### src/rtl/enc_pkg.sv
// Shared types and helpers for the encryption address sequencer and its
// multiply-accumulate datapath.
package enc_pkg;

  typedef enum logic {
    MODE_CYCLIC     = 1'b0,
    MODE_NEGACYCLIC = 1'b1
  } mode_e;

  typedef enum logic [1:0] {
    IDLE = 2'd0,
    RUN  = 2'd1,
    DONE = 2'd2
  } state_e;

  // Bit width for a count of 'value' items, never narrower than one bit.
  function automatic int clog2_min1(input int value);
    int w;
    w = $clog2(value);
    return (w < 1) ? 1 : w;
  endfunction

endpackage

### src/rtl/enc_loop_counter.sv
// One level of the address loop nest: counts 0, STEP, 2*STEP ... up to
// MAX-STEP, then wraps to 0. 'wrap' flags the top value so the next level can chain on it.
module enc_loop_counter
  import enc_pkg::*;
#(
  parameter int MAX  = 2,
  parameter int STEP = 1,
  parameter int W    = clog2_min1(MAX)
) (
  input  logic         clk_in,
  input  logic         rst_n_in,
  input  logic         clear,
  input  logic         enable,
  output logic [W-1:0] count,
  output logic [W-1:0] count_next,
  output logic         wrap
);

  assign wrap = (count == W'(MAX - STEP));

  // NOTE: every variable written in always_comb gets a default first, so no
  // path through the block can leave it unassigned and infer a latch.
  always_comb begin
    count_next = count;
    if (clear) begin
      count_next = '0;
    end else if (enable) begin
      count_next = wrap ? '0 : count + W'(STEP);
    end
  end

  // NOTE: state registers use non-blocking assignment so every flop samples
  // pre-edge values regardless of process ordering.
  always_ff @(posedge clk_in or negedge rst_n_in) begin
    if (!rst_n_in) begin
      count <= '0;
    end else begin
      count <= count_next;
    end
  end

endmodule

### src/rtl/enc_addr_sequencer.sv
// Walks k x a-index x s-index and presents registered A/s/b/e addresses plus
// per-lane negate flags, one LANES-wide beat per valid/ready handshake.
module enc_addr_sequencer
  import enc_pkg::*;
#(
  parameter int N     = 64,
  parameter int K     = 8,
  parameter int LANES = 2,
  localparam int NW   = $clog2(N),
  localparam int KW   = clog2_min1(K),
  localparam int AW   = $clog2(K * N),
  localparam int SW   = clog2_min1(K * N / LANES),
  localparam int EW   = clog2_min1(N / LANES)
) (
  input  logic                clk_in,
  input  logic                rst_n_in,
  input  logic                start_in,
  input  logic                mode_in,
  input  logic                abort_in,
  input  logic                ready_in,
  output logic                valid_out,
  output logic                last_out,
  output logic [KW-1:0]       k_out,
  output logic [NW-1:0]       a_idx_out,
  output logic [NW-1:0]       s_base_out,
  output logic [AW-1:0]       A_addr,
  output logic [SW-1:0]       s_addr,
  output logic [EW-1:0]       e_addr,
  output logic [LANES*NW-1:0] b_addr,
  output logic [LANES-1:0]    negate_out,
  output logic                e_first_out,
  output logic                busy_out,
  output logic                done_out
);

  localparam int LG = $clog2(LANES);

  state_e state_q, state_d;
  mode_e  mode_q, mode_d;

  logic          hs, run_clear, s_en, a_en, k_en;
  logic          s_wrap, a_wrap, k_wrap;
  logic [NW-1:0] s_nx, a_nx;
  logic [KW-1:0] k_nx;

  assign hs = valid_out & ready_in;

  always_comb begin
    state_d   = state_q;
    mode_d    = mode_q;
    run_clear = 1'b0;
    s_en      = 1'b0;
    unique case (state_q)
      IDLE: begin
        if (start_in) begin
          state_d   = RUN;
          mode_d    = mode_e'(mode_in);
          run_clear = 1'b1;
        end
      end
      RUN: begin
        // Abort outranks a handshake in the same cycle.
        if (abort_in) begin
          state_d   = IDLE;
          run_clear = 1'b1;
        end else if (hs) begin
          s_en = 1'b1;
          if (k_wrap && a_wrap && s_wrap) state_d = DONE;
        end
      end
      DONE:    state_d = IDLE;
      default: state_d = IDLE;
    endcase
  end

  assign a_en = s_en & s_wrap;
  assign k_en = a_en & a_wrap;

  // The counters are the beat state; they wrap back to 0 after the final beat.
  enc_loop_counter #(.MAX(N), .STEP(LANES), .W(NW)) u_s_cnt (
    .clk_in     (clk_in),
    .rst_n_in   (rst_n_in),
    .clear      (run_clear),
    .enable     (s_en),
    .count      (s_base_out),
    .count_next (s_nx),
    .wrap       (s_wrap)
  );

  enc_loop_counter #(.MAX(N), .STEP(1), .W(NW)) u_a_cnt (
    .clk_in     (clk_in),
    .rst_n_in   (rst_n_in),
    .clear      (run_clear),
    .enable     (a_en),
    .count      (a_idx_out),
    .count_next (a_nx),
    .wrap       (a_wrap)
  );

  enc_loop_counter #(.MAX(K), .STEP(1), .W(KW)) u_k_cnt (
    .clk_in     (clk_in),
    .rst_n_in   (rst_n_in),
    .clear      (run_clear),
    .enable     (k_en),
    .count      (k_out),
    .count_next (k_nx),
    .wrap       (k_wrap)
  );

  // Address fields are computed from the counters' next values so the
  // registered outputs line up with the counter registers on the same beat.
  logic                valid_d, last_d, e_first_d, done_d;
  logic [AW-1:0]       a_addr_d;
  logic [SW-1:0]       s_addr_d;
  logic [EW-1:0]       e_addr_d;
  logic [LANES*NW-1:0] b_addr_d;
  logic [LANES-1:0]    negate_d;
  logic [NW:0]         lane_sum;

  always_comb begin
    valid_d   = (state_d == RUN);
    done_d    = (state_d == DONE);
    last_d    = 1'b0;
    e_first_d = 1'b0;
    a_addr_d  = '0;
    s_addr_d  = '0;
    e_addr_d  = '0;
    b_addr_d  = '0;
    negate_d  = '0;
    lane_sum  = '0;
    if (valid_d) begin
      last_d    = (k_nx == KW'(K - 1)) && (a_nx == NW'(N - 1)) && (s_nx == NW'(N - LANES));
      e_first_d = (k_nx == '0) && (a_nx == '0);
      a_addr_d  = AW'(int'(k_nx) * N + int'(a_nx));
      s_addr_d  = SW'(int'(k_nx) * (N / LANES) + int'(s_nx >> LG));
      e_addr_d  = EW'(s_nx >> LG);
      for (int l = 0; l < LANES; l++) begin
        // a + s_base + l < 2N, so one conditional subtract reduces mod N.
        lane_sum = {1'b0, a_nx} + {1'b0, s_nx} + (NW + 1)'(l);
        if (lane_sum >= (NW + 1)'(N)) begin
          lane_sum    = lane_sum - (NW + 1)'(N);
          negate_d[l] = (mode_d == MODE_NEGACYCLIC);
        end
        b_addr_d[l*NW +: NW] = lane_sum[NW-1:0];
      end
    end
  end

  always_ff @(posedge clk_in or negedge rst_n_in) begin
    if (!rst_n_in) begin
      state_q     <= IDLE;
      mode_q      <= MODE_CYCLIC;
      valid_out   <= 1'b0;
      busy_out    <= 1'b0;
      done_out    <= 1'b0;
      last_out    <= 1'b0;
      e_first_out <= 1'b0;
      A_addr      <= '0;
      s_addr      <= '0;
      e_addr      <= '0;
      b_addr      <= '0;
      negate_out  <= '0;
    end else begin
      state_q     <= state_d;
      mode_q      <= mode_d;
      valid_out   <= valid_d;
      busy_out    <= valid_d;
      done_out    <= done_d;
      last_out    <= last_d;
      e_first_out <= e_first_d;
      A_addr      <= a_addr_d;
      s_addr      <= s_addr_d;
      e_addr      <= e_addr_d;
      b_addr      <= b_addr_d;
      negate_out  <= negate_d;
    end
  end

endmodule

### config.mk
export PLATFORM = sky130hd
export DESIGN_NAME = enc_addr_sequencer
export DESIGN_NICKNAME = d
export VERILOG_FILES = /design/src/rtl/enc_pkg.sv /design/src/rtl/enc_loop_counter.sv /design/src/rtl/enc_addr_sequencer.sv
export SDC_FILE = /design/constraint.sdc
export NUM_CORES = 1
export LEC_CHECK = 0
export BUFFER_PORTS_ARGS = -buffer_cell sky130_fd_sc_hd__buf_4
export CORE_AREA = 2 2 89 91
export CTS_BUF_LIST = sky130_fd_sc_hd__clkbuf_4 sky130_fd_sc_hd__clkbuf_8
export CTS_CLUSTER_SIZE = 20
export DETAILED_ROUTE_END_ITERATION = 10
export DIE_AREA = 0 0 91 93
export PLACE_DENSITY = 0.65
export SYNTH_ARGS = -nofsm -noshare
export SYNTH_HDL_FRONTEND = slang
export SYNTH_SLANG_ARGS = --single-unit
### constraint.sdc
create_clock -name clk_in -period 6.8 [get_ports clk_in]
set_clock_uncertainty 0.05 [all_clocks]
set_input_delay 1.02 -clock clk_in [delete_from_list [all_inputs] [get_ports clk_in]]
set_output_delay 1.02 -clock clk_in [all_outputs]
set_load 0.05 [all_outputs]
After elaboration in Yosys (flattened, before gate mapping)
Index checks and enable logic that the tools add are counted.

operators by class
  add/sub/neg operators = 9
  equality and inequality tests = 9
  multiplexer cells = 33
  bitwise operators = 3
  reductions and logical operators = 8
  $lt $le $gt $ge = 2

operators by type and width
  cell                   count
  $mux W6                8
  $eq A6 B6 Y1 const B   4
  $ge A7 B7 Y1 const B   2
  $mux W12               1
  $sub A6 B1 Y6 const B  2
  $mux W1                11
  $mux W2                5
  $add A9 B6 Y9          1
  $mux W3                3
  $mux W9                1
  $add A8 B5 Y8          1
  $mux W8                1
  $add A6 B6 Y7          1
  $add A7 B1 Y7 const B  1
  $add A6 B1 Y6 const B  1
  $add A6 B2 Y6 const B  1
  $eq A3 B3 Y1 const B   2
  $logic_not A6 Y1       1
  $logic_and A1 B1 Y1    5
  $mux W5                1
  $eq A2 B1 Y1 const B   2
  $pmux W2 S2            1
  $add A3 B1 Y3 const B  1
  $and A1 B1 Y1          3
  4 further kinds        4

word-level totals
  register bits after elaboration = 58
  output and inout port bits = 56

Longest topological paths before layout
  word-level depth = 12
  gate-level depth with buffers = 12
  depth with buffers taken out = 12

Hierarchy
From an unflattened synthesis, not the netlist that was laid out.

unflattened totals
  cell total of the unflattened synthesis = 220
  area, all modules = 2424.8 um^2

modules (own cells, without submodules)
  module                      cells each  seq. area each (um^2)  area an instance (um^2)  times used
  enc_addr_sequencer          148         875.8                  1672.9                   1
  enc_loop_counter (u_s_cnt)  29          150.1                  304.0                    1
  enc_loop_counter (u_a_cnt)  31          150.1                  296.5                    1
  enc_loop_counter (u_k_cnt)  12          75.1                   151.4                    1

Worst setup path after synthesis
Ideal clock, no wire load.

  kind = input port to flip-flop
  from = input abort_in
  to = register negate_out[1]
  library setup time = 0.125 ns
  required time = 6.625 ns
  cell stages on the path = 12
  slack = 2.816 ns
  arrival = 3.810 ns
  cells stage by stage = or3b_1 buf_2 nor2_1 xnor2_1 nor2_1 ha_1 a21o_1 a21oi_1 nor4_1 a2111oi_0 nor4_1 mux2_2

RTL lines
  what                    RTL line                   text
  start: declaration      enc_addr_sequencer.sv:19   input logic abort_in,
  $mux W1                 enc_addr_sequencer.sv:63   if (abort_in) begin
  $mux W1                 enc_addr_sequencer.sv:53   unique case (state_q)
  $mux W6                 enc_loop_counter.sv:27     end else if (enable) begin
  $mux W6 (*)             enc_loop_counter.sv:25     if (clear) begin
  named net s_nx[1]       enc_addr_sequencer.sv:43   logic [NW-1:0] s_nx, a_nx;
  $add A6 B6 Y7 (*)       enc_addr_sequencer.sv:139  lane_sum = {1'b0, a_nx} + {1'b0, s_nx} + (NW + 1)'(l);
  $add A7 B1 Y7 (*)       enc_addr_sequencer.sv:139
  $ge A7 B7 Y1 (*)        enc_addr_sequencer.sv:140  if (lane_sum >= (NW + 1)'(N)) begin
  $mux W1 (*)             enc_addr_sequencer.sv:140
  $mux W2 (*)             enc_addr_sequencer.sv:131  if (valid_d) begin
  named net negate_d[1]   enc_addr_sequencer.sv:117  logic [LANES-1:0] negate_d;
  end signal: assignment  enc_addr_sequencer.sv:175  negate_out <= negate_d;
  end: declaration        enc_addr_sequencer.sv:30   output logic [LANES-1:0] negate_out,

The timed path passes the listed nets; every way through them passes the cells marked *.

Worst setup path after layout
  from = input abort_in
  to = register negate_out[1]

on the way
  longest elaborated chain between the ends = 10

ends and longest elaborated chain
  what                   RTL line                   text
  $mux W1                enc_addr_sequencer.sv:63
  $mux W1                enc_addr_sequencer.sv:53
  $and A1 B1 Y1          enc_addr_sequencer.sv:76   assign a_en = s_en & s_wrap;
  $mux W6                enc_loop_counter.sv:27
  $mux W6 (*)            enc_loop_counter.sv:25
  named net a_nx[1]      enc_addr_sequencer.sv:43
  $add A6 B6 Y7 (*)      enc_addr_sequencer.sv:139
  $add A7 B1 Y7 (*)      enc_addr_sequencer.sv:139
  $ge A7 B7 Y1 (*)       enc_addr_sequencer.sv:140
  $mux W1 (*)            enc_addr_sequencer.sv:140
  $mux W2 (*)            enc_addr_sequencer.sv:131
  named net negate_d[1]  enc_addr_sequencer.sv:117

Marked as above.

==> flow_summary_export.csv <==
group,metric,value,unit
run_status,status,"complete, no violations",
pwr,cellLeakagePower,1.54,nW
layout,nets,309,
timing,max_freq,235,MHz
timing,rsz0062_at_grt,"no",
place,gp_congestion,0.806,
layout,drive_above_1_share,27.7,%
yosys,yosys-top-cells-area,"dfrtp_1, ha_1, a21oi_1",
timing,period_share,62.5,%
yosys,synth_nets,253,
yosys,ys_warn_count,0,
yosys,synth_area_leader_cell,"dfrtp_1",
timing,hold_viol,0,
yosys,async_flop_share,100,%
timing,hold_ws,0.470,ns
critical_path,crit_fanout,6,
clock_network,cts_made_buffers,5,
global_route,grtUsageTotal,15.1,%
drt,drt-vias-per-instance,4.84,
timing,setup_viol,0,
drt,routed_wl,6020,µm
yosys,synth_area,2480,µm²
drt,wl_met3,219,µm
critical_path,arrival,4.39,ns
job,max_cap_viol_count,0,
critical_path,cp-start-kind,"primary input",
die,fp-row-count,32,
die,dieArea,8460,µm²
drt,final_antenna_net_count,0,
clock_network,clk_pin_slew,0.08,ns
clock_network,cts_tree,"built",
yosys,dominantRegCellSynth,"dfrtp_1",
die,io_pins,62,
yosys,post_synth.cell_area_avg,10.5,µm²
layout,multiInputGateArea,1090,µm²
clock_network,cts_setup_buffers,0,
timing,tightest_slew,0.877,ns
global_route,grt_pass1_vias,1935,
yosys,synthCells,235,
critical_path,cp-end-kind,"flop",
global_route,grt_pass1_wl,10100,µm
drt,drc_errors,0,
place,post-dp-hpwl,4460,µm
drt,wl_per_cell,15.3,µm
clock_network,cts_resized,0,
hold_path,min_path_type,"flop to flop",
die,start_util,32.9,%
yosys,yosysSeqAreaShare,50.5,%
global_route,grt_max_degree,51,
clock_network,worstSkewPairLatency,0.30,ns
drt,drtIter0Drc,130,
yosys,ys_ff_latch,50,
place,io_buffers,61,
global_route,overflow,0,
yosys,synth_top_area_share,50.5,%
critical_path,cp_slowest_cell,"a2111oi_0",
die,die_w,91,µm
critical_path,crit_required,6.94,ns
yosys,yosysUniqueCellTypes,49,
drt,wl_met1,2700,µm
clock_network,ctsHtreeMaxLevel,2,
clock_network,clockBufferDepth,2,
critical_path,critPathMaxStageDelay,0.74,ns
drt,top_layer_used,"met4",
critical_path,crit_type,"primary input to flop",
critical_path,crit_path_cell_trace,"buf_4, nor3b_4, and4_2, nand3_1, a21oi_1, ha_1, a21o_1, a21oi_1, nor4_1, a2111oi_0, nor4_1, mux2_2",
pwr,powerDensity,183,nW/µm²
timing,setup_tns,0,ns
drt,drt_first_pass_iters,4,
layout,n_antenna_cell,0,
die,die_h,93,µm
timing,slew_violations,0,
clock_network,numClockSinks,50,
clock_network,ctsRootBufferMaster,"clkbuf_8",
timing,maxSlewHeadroom,40.0,%
pwr,vdd_drop_max,82.9,µV
global_route,antenna_found_initial,0,
clock_network,hold_buffers,0,
drt,route.vias.total,1907,
yosys,synth_edf_count,0,
die,core-area,7530,µm²
layout,n_fill_cell,788,
layout,area.growth.synth_to_final,24.5,%
timing,layout_min_cycle_time,4.25,ns
layout,seqCellArea,1250,µm²
drt,routed-wl-met2,2980,µm
[area by class of cell]
cell class | count | share of cell area (%)
multi-input cells | 160 | 35.5
clock inverters | 1 | 0.162
clock buffers | 7 | 2.92
well taps | 102 | 4.14
flip-flops and latches | 50 | 40.6
repair buffers | 63 | 15.3
inverters | 11 | 1.34
[Yosys cell counts (4+ instances only)]
cell type and n:
a21oi_1 15, and2_1 12, and3_1 6, buf_4 9
dfrtp_1 50, ha_1 11, inv_1 11, nand2_1 11
nand3_1 11, nand4_1 5, nor2_1 20, nor3_1 6
nor4_1 6, o21ai_0 6, xnor2_1 5, xor2_1 4
[final timing paths]
kind,slack [ns],depth (start not counted),end,start
worst max-delay path,2.55,12,negate_out[1],abort_in
worst max register to register,2.88,11,negate_out[1],u_s_cnt.count[0]
worst min register to register,0.47,2,mode_q,mode_q
max in group asynchronous,5.60,1,b_addr[9],rst_n_in
min in group asynchronous,0.66,1,state_q[0],rst_n_in
worst min-delay path,0.47,2,mode_q,mode_q
[cell families after synthesis]
group	after synthesis	synth area share, %
adder cells (fa/ha/maj)	12	6.37
flip-flops	50	50.5
AND/OR/NAND/NOR	99	23.7
multiplexers	3	1.26
AO/OA/AOI/OAI	37	9.65
buffers and inverters	25	5.25
XOR/XNOR	9	3.18
[power by group]
group	internal (W)	total, W	switching (W)	leakage [nW]
clock	0.0000863	0.000183	0.0000969	0.0517
sequential	0.000303	0.000308	0.00000503	0.688
combinational	0.0000194	0.0000737	0.0000543	0.805
total	0.000409	0.000565	0.000156	1.54
[worst max-delay path: cells and delay by family]
kind	cells	cell delay, ns
AOI/OAI and AO/OA	4	1.68
and+or+nand+nor	5	0.90
adders and majority gates	1	0.35
muxes	1	0.30
buffers and inverters	1	0.13
[per-stage QoR]
stage / std cells / utilization (%) / setup slack [ns] / total power, W / area, µm²
after floorplan: 235 / - / 2.82 / 0.000361 / 2480
after global placement: 386 / 39.7 / 2.29 / 0.000389 / 2990
after detailed placement: 386 / 39.7 / 2.23 / 0.000389 / 2990
after CTS: 394 / 41.0 / 2.53 / 0.000570 / 3080
after global routing: 394 / 41.0 / 2.20 / 0.000594 / 3080
final: 394 / 41.0 / 2.55 / 0.000565 / 3080
[registers in the layout, summed over array words and instances (netlist names)]
signal and cells:
e_addr 4, e_first_out 1, b_addr 12, A_addr 7, state_q 2, done_out 1, mode_q 1, u_k_cnt.count 3
u_s_cnt.count 6, busy_out 1, u_a_cnt.count 6, s_addr 3, negate_out 2, last_out 1
[cell usage in the layout, fill, tap and decap left out, types with 2 or more instances in the layout]
cell and instances:
a21o_1 3, a21oi_1 15, a31oi_1 2, and2_1 12
and3_1 6, buf_4 63, clkbuf_8 6, dfrtp_1 50
ha_1 11, inv_1 11, mux2i_1 2, nand2_1 11
nand2b_1 2, nand3_1 11, nand4_1 5, nand4b_1 2
nor2_1 20, nor2b_1 2, nor3_1 6, nor4_1 6
o21ai_0 6, o31ai_1 3, or3_1 3, or4_1 2
xnor2_1 5, xor2_1 4
[layer usage]
| layer | track usage, % | vias to the layer above |
|---|---|---|
| met5 | 0 | - |
| met4 | 5.30 | 0 |
| met3 | 2.82 | 10 |
| met2 | 24.6 | 45 |
| met1 | 20.3 | 914 |
| li1 | - | 938 |
Power figures use the tool's default switching activity.
